<file path="config.mk">
export PLATFORM = sky130hd
export DESIGN_NAME = seg_display_scan
export DESIGN_NICKNAME = d
export VERILOG_FILES = /design/src/rtl/seg_pkg.sv /design/src/rtl/seg_hex_decoder.sv /design/src/rtl/seg_display_scan.sv
export SDC_FILE = /design/constraint.sdc
export NUM_CORES = 1
export LEC_CHECK = 0
export BUFFER_PORTS_ARGS = -buffer_cell sky130_fd_sc_hd__clkbuf_2
export CAP_MARGIN = 15
export CORE_MARGIN = 2
export CORE_UTILIZATION = 25
export CTS_CLUSTER_DIAMETER = 120
export CTS_CLUSTER_SIZE = 25
export DETAILED_ROUTE_END_ITERATION = 8
export PLACE_DENSITY = 0.49
export SLEW_MARGIN = 20
export SYNTH_ARGS = -nofsm -noshare
export SYNTH_HDL_FRONTEND = slang
export SYNTH_HIERARCHICAL = 1
export SYNTH_SLANG_ARGS = --single-unit
</file>
<file path="constraint.sdc">
create_clock -name clk -period 7.79 [get_ports clk]
set_input_delay 1.1685 -clock clk [delete_from_list [all_inputs] [get_ports clk]]
set_output_delay 1.1685 -clock clk [all_outputs]
set_load 0.03 [all_outputs]
</file>
<file path="src/rtl/seg_pkg.sv">
// Shared definitions for the multiplexed 7-segment scanner: mode codes, lamp-test states, hex font.
// Pure definitions; no timing or flow control involved.
package seg_pkg;

    localparam logic [1:0] MODE_HEX   = 2'b00;
    localparam logic [1:0] MODE_BLANK = 2'b01;
    localparam logic [1:0] MODE_TEST  = 2'b10;

    // Walk states carry the lit segment index in their low 3 bits (7 = dp).
    typedef enum logic [3:0] {
        T_S0  = 4'd0,
        T_S1  = 4'd1,
        T_S2  = 4'd2,
        T_S3  = 4'd3,
        T_S4  = 4'd4,
        T_S5  = 4'd5,
        T_S6  = 4'd6,
        T_S7  = 4'd7,
        T_ALL = 4'd8
    } test_state_t;

    function automatic logic [6:0] hex2seg(input logic [3:0] nib);
        logic [6:0] seg;
        case (nib)
            4'h0: seg = 7'b1111110;
            4'h1: seg = 7'b0110000;
            4'h2: seg = 7'b1101101;
            4'h3: seg = 7'b1111001;
            4'h4: seg = 7'b0110011;
            4'h5: seg = 7'b1011011;
            4'h6: seg = 7'b1011111;
            4'h7: seg = 7'b1110000;
            4'h8: seg = 7'b1111111;
            4'h9: seg = 7'b1111011;
            4'hA: seg = 7'b1110111;
            4'hB: seg = 7'b0011111;
            4'hC: seg = 7'b1001110;
            4'hD: seg = 7'b0111101;
            4'hE: seg = 7'b1001111;
            default: seg = 7'b1000111;
        endcase
        return seg;
    endfunction

endpackage

</file>
<file path="src/rtl/seg_hex_decoder.sv">
// Hex nibble to active-high {A..G} segment pattern.
// Combinational, zero latency; no flow control.
module seg_hex_decoder
    import seg_pkg::*;
(
    input  logic [3:0] nibble,
    output logic [6:0] seg
);

    assign seg = hex2seg(nibble);

endmodule

</file>
<file path="src/rtl/seg_display_scan.sv">
// Multiplexed common-anode 7-segment scanner with prescaler, frame-coherent shadow capture and lamp test.
// Outputs registered (one cycle after the scan state); free-running, no backpressure.
module seg_display_scan
    import seg_pkg::*;
#(
    parameter int N_DIGITS  = 8,
    parameter int DIV       = 50000,
    parameter int TEST_HOLD = 4
) (
    input  logic                    clk,
    input  logic                    rst_n,
    input  logic [4*N_DIGITS-1:0]   data,
    input  logic [N_DIGITS-1:0]     dp,
    input  logic [1:0]              mode,
    input  logic                    lz_en,
    output logic [N_DIGITS-1:0]     anodes_n,
    output logic [6:0]              segments_n,
    output logic                    dp_n,
    output logic                    frame_done
);

    localparam int CNT_W  = $clog2(DIV);
    localparam int IDX_W  = $clog2(N_DIGITS);
    localparam int HOLD_W = $clog2(TEST_HOLD + 1);

    logic [CNT_W-1:0]                cnt;
    logic [IDX_W-1:0]                idx;
    logic                            tick;
    logic                            last_digit;
    logic                            boundary;

    logic [N_DIGITS-1:0][3:0]        sh_data;
    logic [N_DIGITS-1:0]             sh_dp;
    logic [1:0]                      sh_mode;
    logic                            sh_lz;

    test_state_t                     state, state_nxt;
    logic [HOLD_W-1:0]               hold_cnt, hold_nxt;
    logic [6:0]                      test_seg;
    logic                            test_dp;

    logic [6:0]                      hex_seg;
    logic [N_DIGITS-1:0]             lz_blank;
    logic                            all_zero;
    logic [6:0]                      seg_on;
    logic                            dp_on;

    assign tick       = (cnt == CNT_W'(DIV - 1));
    assign last_digit = (idx == IDX_W'(N_DIGITS - 1));
    assign boundary   = tick && last_digit;

    always_ff @(posedge clk or negedge rst_n) begin
        if (!rst_n) begin
            cnt <= '0;
            idx <= '0;
        end else if (tick) begin
            cnt <= '0;
            idx <= last_digit ? '0 : idx + 1'b1;
        end else begin
            cnt <= cnt + 1'b1;
        end
    end

    always_ff @(posedge clk or negedge rst_n) begin
        if (!rst_n) begin
            sh_data    <= '0;
            sh_dp      <= '0;
            sh_mode    <= MODE_HEX;
            sh_lz      <= 1'b0;
            frame_done <= 1'b0;
        end else begin
            frame_done <= boundary;
            if (boundary) begin
                sh_data <= data;
                sh_dp   <= dp;
                sh_mode <= mode;
                sh_lz   <= lz_en;
            end
        end
    end

    // Lamp-test FSM: state register
    always_ff @(posedge clk or negedge rst_n) begin
        if (!rst_n) begin
            state    <= T_ALL;
            hold_cnt <= '0;
        end else begin
            state    <= state_nxt;
            hold_cnt <= hold_nxt;
        end
    end

    // Lamp-test FSM: next state, decided on the mode of the frame that is ending
    always_comb begin
        state_nxt = state;
        hold_nxt  = hold_cnt;
        if (boundary) begin
            if (sh_mode != MODE_TEST) begin
                state_nxt = T_ALL;
                hold_nxt  = '0;
            end else if (hold_cnt == HOLD_W'(TEST_HOLD - 1)) begin
                hold_nxt = '0;
                case (state)
                    T_ALL:   state_nxt = T_S0;
                    T_S7:    state_nxt = T_ALL;
                    default: state_nxt = test_state_t'(state + 4'd1);
                endcase
            end else begin
                hold_nxt = hold_cnt + 1'b1;
            end
        end
    end

    // Lamp-test FSM: pattern output
    always_comb begin
        test_seg = 7'h00;
        test_dp  = 1'b0;
        if (state == T_ALL) begin
            test_seg = 7'h7F;
            test_dp  = 1'b1;
        end else if (state[2:0] == 3'd7) begin
            test_dp  = 1'b1;
        end else begin
            test_seg = 7'b1000000 >> state[2:0];
        end
    end

    seg_hex_decoder u_hex_decoder (
        .nibble (sh_data[idx]),
        .seg    (hex_seg)
    );

    // A digit is a leading zero when it and every digit above it are zero.
    always_comb begin
        lz_blank = '0;
        all_zero = 1'b1;
        for (int k = N_DIGITS - 1; k > 0; k--) begin
            all_zero    = all_zero && (sh_data[k] == 4'd0);
            lz_blank[k] = all_zero;
        end
    end

    always_comb begin
        seg_on = 7'h00;
        dp_on  = 1'b0;
        case (sh_mode)
            MODE_HEX: begin
                seg_on = (sh_lz && lz_blank[idx]) ? 7'h00 : hex_seg;
                dp_on  = sh_dp[idx];
            end
            MODE_TEST: begin
                seg_on = test_seg;
                dp_on  = test_dp;
            end
            default: begin
                seg_on = 7'h00;
                dp_on  = 1'b0;
            end
        endcase
    end

    // The cycle after each tick is an all-off gap to avoid ghosting between digits.
    always_ff @(posedge clk or negedge rst_n) begin
        if (!rst_n) begin
            anodes_n   <= '1;
            segments_n <= '1;
            dp_n       <= 1'b1;
        end else if (tick) begin
            anodes_n   <= '1;
            segments_n <= '1;
            dp_n       <= 1'b1;
        end else begin
            anodes_n   <= ~(N_DIGITS'(1) << idx);
            segments_n <= ~seg_on;
            dp_n       <= ~dp_on;
        end
    end

endmodule

</file>
Yosys cells after proc, flatten, opt, wreduce, memory -nomap -nowiden --
Memory sizes are Yosys's and may differ from the RTL's. Cells that the tools add are included.
Storage, ports and cells: flip-flop bits (word level) 86, memory bits (read-only) 112, input bits 45, word-level logic and storage cells 79, memories kept 1
Operators by class: add/subtract/negate cells 4, magnitude comparators 1, equal/unequal tests 8, shifts and indexed selects 2, multiplexer cells 23, bitwise operators 3, reductions and logical operators 18
Memory list:
- (no name shown) | depth 16, width 7, read ports 1, clocked after memory_dff 0, write ports 0, RTL line seg_pkg.sv:24 | case (nib)
Operators with widths (number):
- $logic_not A4 Y1 | 7
- $mux W7 | 4
- $add A16 B1 Y16 const B | 1
- $eq A16 B16 Y1 const B | 1
- $mux W16 | 1
- $pmux W7 S2 | 1
- $bmux W4 S3 | 1
- $mux W4 | 3
- $mux W3 | 3
- $logic_and A1 B1 Y1 | 8
- $mux W8 | 1
- $not A8 Y8 | 1
- $pmux W4 S2 | 1
- $shl A1 B3 Y8 const A | 1
- $not A7 Y7 | 1
- $shr A7 B3 Y7 const A | 1
- $add A3 B1 Y3 const B | 2
- $bmux W1 S3 | 2
- $eq A3 B3 Y1 const B | 2
- $mux W1 | 5
- $add A4 B1 Y4 const B | 1
- $eq A4 B3 Y1 const B | 1
- $eq A4 B4 Y1 const B | 1
- $lt A3 B4 Y1 const B | 1
- other kinds (8) | 8

Depth between registers and ports, before layout --
Gate-level depths: netlist (run 1).
depth after elaboration 14, gate-level depth with buffers 12, mapped depth without buffers 10

Modules after synthesis --
Netlist (run 1), hierarchy kept.
Modules (own cells, without submodules):
- seg_display_scan | times used 1, cells an instance 410, area an instance 4150.2 µm², seq. area each 2173.3 µm²
- seg_hex_decoder | times used 1, cells an instance 33, area an instance 290.3 µm², seq. area each 0.0 µm²

Worst setup path after synthesis (run 1) --
Ideal clock, no wire load.
path type reg-to-reg, start register idx[0], end register segments_n[0], library setup time 0.087 ns, data arrival time 2.569 ns, data required time 7.703 ns, setup slack 5.134 ns, stages on the path, launching flop included 12, buffers on the path 2, cell sequence dfrtp_1 > clkbuf_1 > buf_2 > mux4_2 > nand2_1 > nand2_1 > ha_1 > mux2_4 > a21oi_1 > inv_1 > a311oi_1 > o21ai_0
On the way: longest elaborated chain between the ends 7
RTL lines:
- start, declared | RTL line seg_display_scan.sv:27 | logic [IDX_W-1:0] idx;
- start signal, assigned | RTL line seg_display_scan.sv:58 | idx <= last_digit ? '0 : idx + 1'b1;
- $bmux W4 S3 | RTL line seg_display_scan.sv:129 | .nibble (sh_data[idx]),
- $mux W4 (implied by the code) | RTL line seg_display_scan.sv:129
- $mem_v2 Z16 W7
- named net hex_seg[0] | RTL line seg_display_scan.sv:42 | logic [6:0] hex_seg;
- $mux W7 | RTL line seg_display_scan.sv:148 | seg_on = (sh_lz && lz_blank[idx]) ? 7'h00 : hex_seg;
- $pmux W7 S2 | RTL line seg_display_scan.sv:146 | case (sh_mode)
- $not A7 Y7 | RTL line seg_display_scan.sv:174 | segments_n <= ~seg_on;
- $mux W7 | RTL line seg_display_scan.sv:168 | end else if (tick) begin
- end signal, assigned | RTL line seg_display_scan.sv:174
- end, declared | RTL line seg_display_scan.sv:17 | output logic [6:0] segments_n,
The timed path passes the listed nets, and every way through them passes these cells. The select of a mux whose other input is x is not followed. A chain may end at the register's enable or synchronous reset.

Worst setup path in the final report (run 1) --
Ends and elaborated chain as after synthesis.

==> flow_metrics.env, run 1 <==
export IMPL_critPathKind="flip-flop to flip-flop"
export IMPL_power_frac_comb_pct=4.0
export IMPL_powerDensity_nw_per_um2=181
export IMPL_fmax_mhz=352
export IMPL_fin_crit_sh_pct=36.5
export IMPL_synthDistinctLibCells=51
export IMPL_firstDrtPassIters=4
export IMPL_antenna_found_initial=0
export IMPL_drt_iter0_drc=212
export IMPL_die_w_um=137
export IMPL_synth_edf_count=0
export IMPL_ant_nets=0
export IMPL_hold_viol_final=0
export IMPL_wire_per_inst_um=14.2
export IMPL_outcome="finished clean"
export IMPL_clk_latency_ns=0.34
export IMPL_maxCapViolations=0
export IMPL_setup_tns_final_ns=0
export IMPL_dieArea_um2=18800
export IMPL_gp_congestion=0.808
export IMPL_yosys_area_top_type_share_pct=38.9
export IMPL_design_area_um2=5250
export IMPL_synth_flop_cell="dfrtp_1"
export IMPL_final_nets=566
export IMPL_rsz0062_at_grt="false"
export IMPL_vdd_ir_drop_max_mv=0.118
export IMPL_cp_slowest_cell="dfrtp_1"
export IMPL_grtUsageTotal_pct=11.7
export IMPL_p_leak_nw=2.34
export IMPL_yosys_top_cells_count="146 x nand2_1, 69 x dfrtp_1, 22 x nor2_1, 21 x ha_1, 17 x dfstp_2"
export IMPL_holdWs_ns=0.476
export IMPL_max_stage_delay_ns=0.83
export IMPL_postPlaceCellArea_um2=4930
export IMPL_seq_area_frac_synth_pct=48.9
export IMPL_cp_start_kind="flip-flop"
export IMPL_clkTransAtPathRegs_ns=0.06
export IMPL_cp_arrival_ns=3.11
export IMPL_tightest_slew_ns=0.971
export IMPL_fp_coreArea_um2=17400
export IMPL_cts_made_buffers=9
export IMPL_grt_pass1_wl_um=17200
export IMPL_clkPwrFrac_pct=48.2
export IMPL_fillers=1811
export IMPL_cts_resized=0
export IMPL_syn_cell_area_um2=4440
export IMPL_total_power_mw=0.951
export IMPL_viasPerCell=4.52
export IMPL_syn_nets=509
export IMPL_yosys_area_top_type="dfrtp_1"
export IMPL_intPower_mw=0.748
export IMPL_drcViolationCount=0
export IMPL_final_setup_viol_count=0
export IMPL_drive_gt1_share_pct=24.6
export IMPL_relSlewSlack_pct=35.0
export IMPL_grt_pass1_vias=3297
export IMPL_seqPwrFrac_pct=47.9
export IMPL_ys_async_sr_fraction_pct=100
export IMPL_cp_top_family="multiplexers"
export IMPL_syn_inst=443
export IMPL_grt_max_degree=71
export IMPL_cts_root_buffer="clkbuf_16"
export IMPL_cts_sinks=86
export IMPL_diodes=0
export IMPL_area_growth_pct=18.1
export IMPL_crit_path_max_fanout=16
export IMPL_switching_power_mw=0.203
export IMPL_boundaryPins=62
export IMPL_post_cts_buffers=0
export IMPL_drt_wl_total_um=10400
export IMPL_cts_tree="done"
export IMPL_hp_class="flip-flop to flip-flop"
export IMPL_start_util_pct=25.6
export IMPL_vias=3298
export IMPL_crit_top_cell="nand2_1"
export IMPL_yosysMostFrequentCell="nand2_1"
export IMPL_switching_share_pct=21.3
export IMPL_synth_area_top_cells="dfrtp_1 39%, nand2_1 12%, dfstp_2 10%, ha_1 5.9%, mux4_2 5.1%"
export IMPL_required_ns=8.06
export IMPL_dp_hpwl_um=7640
export IMPL_end_kind="flip-flop"
export IMPL_die_height_um=137
export IMPL_io_buffers=61
export IMPL_final_max_slew_violation_count=0
export IMPL_fin_crit_ns=2.84
export IMPL_ys_ff_latch=86
export IMPL_fin_skew_ns=0.00620
export IMPL_critPathBufInv=1
export IMPL_rows=48
export IMPL_ys_warn_count=6
export IMPL_h_tree_depth=3
export IMPL_ctsHoldBuffers=0
export IMPL_worstPathCellList="mux4_2 > nand2_1 > nand2_1 > ha_1 > mux2_4 > a21oi_1 > inv_1 > a311oi_1 > o21ai_0"
export IMPL_ctsLongestPathBuffers=2
export IMPL_grt_overflow=0
export IMPL_syn_avg_cell_area_um2=10.0
[final timing paths]
check / startpoint / endpoint / slack, ns / depth (start not counted)
max: idx[0] / segments_n[0] / 4.95 / 9
min: sh_data[3] / sh_data[3] / 0.48 / 2
max reg2reg: idx[0] / segments_n[0] / 4.95 / 9
min reg2reg: sh_data[3] / sh_data[3] / 0.48 / 2
max in group asynchronous: rst_n / sh_data[21] / 5.96 / 2
min in group asynchronous: rst_n / cnt[5] / 0.67 / 1
[registers in the layout (all words and copies together) (netlist names)]
register,count
cnt,16
sh_data,32
hold_cnt,3
sh_lz,1
sh_dp,8
segments_n,7
idx,3
dp_n,1
sh_mode,2
anodes_n,8
state,4
frame_done,1
[power by group through the flow]
stage	sequential [mW]	clock (mW)	combinational [mW]
2_1_floorplan	0.466	0	0.00980
3_3_place_gp	0.463	0	0.0386
3_5_place_dp	0.463	0	0.0390
4_1_cts	0.455	0.471	0.0392
5_1_grt	0.455	0.489	0.0429
6_report	0.455	0.458	0.0378
[routing by layer]
metal  part of all wire (%)  GRT usage (%)  vias up
met5                      0              0        -
met4                    1.6           3.84        0
met3                    5.2           2.98       13
met2                     46           18.1       94
met1                     47           16.1     1592
li1                       -              -     1599
[metrics by stage]
stage,instances,utilization (%),worst slack (ns)
2_1_floorplan,443,-,5.13
3_3_place_gp,714,28.4,4.97
3_5_place_dp,714,28.4,4.91
4_1_cts,730,30.2,4.89
5_1_grt,730,30.2,4.61
6_report,730,30.2,4.95
[cell type report]
| class | count | area (um2) | share of cell area (%) |
|---|---|---|---|
| multi-input combinational | 323 | 2080 | 39.7 |
| timing repair buffer | 64 | 330 | 6.30 |
| clock inverter | 6 | 86.3 | 1.65 |
| inverter | 16 | 60.1 | 1.15 |
| clock buffer | 10 | 229 | 4.37 |
| tap | 225 | 282 | 5.37 |
| sequential | 86 | 2170 | 41.4 |
[cell families (layout without fill, tap and decap cells)]
logic type / count (synthesis) / in the layout / synth area share, %
AND/OR/NAND/NOR: 223 / 223 / 22.6
flip-flops: 86 / 86 / 48.9
AO/OA/AOI/OAI: 40 / 40 / 5.75
buffers and inverters: 34 / 96 / 4.17
multiplexers: 25 / 25 / 9.89
adder cells (fa/ha/maj): 21 / 21 / 5.92
XOR/XNOR: 14 / 14 / 2.76
[layout by cell type, fill, tap and decap left out, types with 3 or more instances in the layout]
cell type,Yosys,routed
a21oi_1,13,13
nand2b_1,7,7
nor4_1,8,8
ha_1,21,21
nor2b_1,4,4
o211ai_1,3,3
xor2_1,9,9
dfstp_2,17,17
buf_4,1,4
mux2_4,9,9
nor2_1,22,22
nand4_1,4,4
mux2i_1,3,3
mux4_2,10,10
nand2_1,146,145
nor3_1,8,8
nand3_1,10,10
xnor2_1,5,5
clkbuf_2,0,60
clkbuf_16,0,9
dfrtp_1,69,69
inv_1,15,15
o21ai_0,8,8
[worst min-delay path: stages (launching register included)]
cell	delay, ns
dfrtp_1	0.34
nand2_1	0.05
nand2_1	0.05
(Power assumes the default switching activity.)
==> run 2, diff against run 1 <==
==> constraint.sdc (replaced) <==
create_clock -name clk -period 2.7 [get_ports clk]
set_input_delay 0.405 -clock clk [delete_from_list [all_inputs] [get_ports clk]]
set_output_delay 0.405 -clock clk [all_outputs]
set_load 0.03 [all_outputs]
==> flow_metrics.env, run 2 (synthesized netlist as in run 1, its figures left out) <==
export IMPL_outcome="finished clean"
export IMPL_grt_max_degree=78
export IMPL_tightest_slew_ns=0.701
export IMPL_dp_hpwl_um=7980
export IMPL_reg_top3="sh_data: 32 flops, cnt: 16 flops"
export IMPL_final_nets=578
export IMPL_fp_coreArea_um2=17400
export IMPL_clk_latency_ns=0.34
export IMPL_final_cells=742
export IMPL_vias=3274
export IMPL_hold_viol_final=0
export IMPL_p_leak_nw=2.38
export IMPL_grt_pass1_vias=3381
export IMPL_dr_max_layer_used="met4"
export IMPL_fin_crit_ns=2.41
export IMPL_largest_register_ffs=32
export IMPL_ant_nets=0
export IMPL_wl_met2_um=4870
export IMPL_relSlewSlack_pct=52.8
export IMPL_gp_congestion=0.818
export IMPL_final_setup_viol_count=0
export IMPL_wire_per_inst_um=14.1
export IMPL_h_tree_depth=3
export IMPL_largest_register="sh_data"
export IMPL_start_util_pct=25.6
export IMPL_antenna_found_initial=0
export IMPL_switching_share_pct=21.1
export IMPL_drcViolationCount=0
export IMPL_area_growth_pct=19.3
export IMPL_fillers=1813
export IMPL_cts_made_buffers=9
export IMPL_dieArea_um2=18800
export IMPL_drt_iter0_drc=153
export IMPL_placedCellCount=726
export IMPL_power_frac_comb_pct=4.4
export IMPL_die_height_um=137
export IMPL_cts_sinks=86
export IMPL_fin_skew_ns=0.00549
export IMPL_setup_tns_final_ns=0
export IMPL_diodes=0
export IMPL_firstDrtPassIters=4
export IMPL_ff2ff_setup_slack_ns=0.29
export IMPL_end_kind="flip-flop"
export IMPL_boundaryPins=62
export IMPL_crit_path_max_fanout=9
export IMPL_cp_start_kind="flip-flop"
export IMPL_rows=48
export IMPL_wl_met3_um=423
export IMPL_seqPwrFrac_pct=51.2
export IMPL_final_common_cell="nand2_1"
export IMPL_switching_power_mw=0.541
export IMPL_viasPerCell=4.41
export IMPL_vdd_ir_drop_max_mv=0.290
export IMPL_wl_met1_um=5000
export IMPL_cts_root_buffer="clkbuf_16"
export IMPL_drt_wl_total_um=10500
export IMPL_fin_crit_sh_pct=89.4
export IMPL_io_buffers=61
export IMPL_ctsLongestPathBuffers=2
export IMPL_grt_pass1_wl_um=17500
export IMPL_clkPwrFrac_pct=44.4
export IMPL_total_power_mw=2.57
export IMPL_multi_input_area_um2=2080
export IMPL_cts_tree="done"
export IMPL_final_max_slew_violation_count=0
export IMPL_grt_overflow=0
export IMPL_final_cell_mix="145 x nand2_1, 68 x dfrtp_1, 60 x clkbuf_2"
export IMPL_powerDensity_nw_per_um2=485
export IMPL_hp_class="input pin to asynchronous set/reset pin"
export IMPL_regArea_um2=2170
export IMPL_die_w_um=137
export IMPL_intPower_mw=2.03
export IMPL_grtUsageTotal_pct=12.1
export IMPL_critPathKind="flip-flop to flip-flop"
export IMPL_drive_gt1_share_pct=25.9
export IMPL_cp_arrival_ns=2.68
export IMPL_maxCapViolations=0
export IMPL_rsz0062_at_grt="false"
export IMPL_fmax_mhz=414
export IMPL_clkTransAtPathRegs_ns=0.06
export IMPL_required_ns=2.97
[run 2: worst paths after layout]
path,from,end,cells past startpoint
worst max-delay path,idx[0],segments_n[3],7
worst min register to register,sh_dp[5],sh_dp[5],2
worst max register to register,idx[0],segments_n[3],7
worst min-delay path,rst_n,cnt[12],1
min in group clk,data[11],sh_data[11],3
max in group asynchronous,rst_n,anodes_n[6],2
[run 2: area by class of cell]
cell class	count	share of cell area [%]
Sequential cell	86	41.0
Multi-Input combinational cell	323	39.3
Timing Repair Buffer	76	8.01
Tap cell	225	5.31
Clock buffer	15	5.05
Inverter	16	1.13
Clock inverter	1	0.0945
[run 2: metrics by stage]
stage / hold slack (ns) / utilization [%] / worst slack, ns / cell area, um2
2_1_floorplan: 0.109 / - / 0.0440 / 4440
3_3_place_gp: 0.454 / 28.9 / 0.230 / 5020
3_5_place_dp: 0.456 / 28.9 / 0.134 / 5020
4_1_cts: 0.250 / 30.5 / 0.119 / 5290
5_1_grt: 0.164 / 30.5 / 0.0991 / 5300
6_report: 0.104 / 30.5 / 0.287 / 5300
[run 2: critical path, stage by stage (launching register included)]
cell     delay, ns
dfrtp_2       0.52
mux4_2        0.54
nand2_1       0.09
nand2_1       0.12
inv_1         0.16
ha_1          0.27
mux4_1        0.51
a21oi_1       0.14
[run 2: power by group through the flow]
stage | Combinational (mW) | Sequential, mW | Clock (mW)
after global placement | 0.113 | 1.34 | 0
final | 0.112 | 1.31 | 1.14
after global routing | 0.128 | 1.32 | 1.25
after floorplan | 0.0283 | 1.35 | 0
after detailed placement | 0.115 | 1.34 | 0
after CTS | 0.116 | 1.31 | 1.19
[run 2: repair_timing]
action | 4_1_cts | 5_1_grt
setup endpoints to repair | 0 | 3
hold endpoints to repair | 0 | 0
resized for setup | 0 | 1
buffers inserted | 0 | 0
hold buffers | 0 | 0
[run 2: per-layer routing]
layer	vias to the layer above	global-route usage, %
met5	-	0
met4	0	4.52
met3	16	2.65
met2	74	18.9
met1	1565	16.4
li1	1619	-
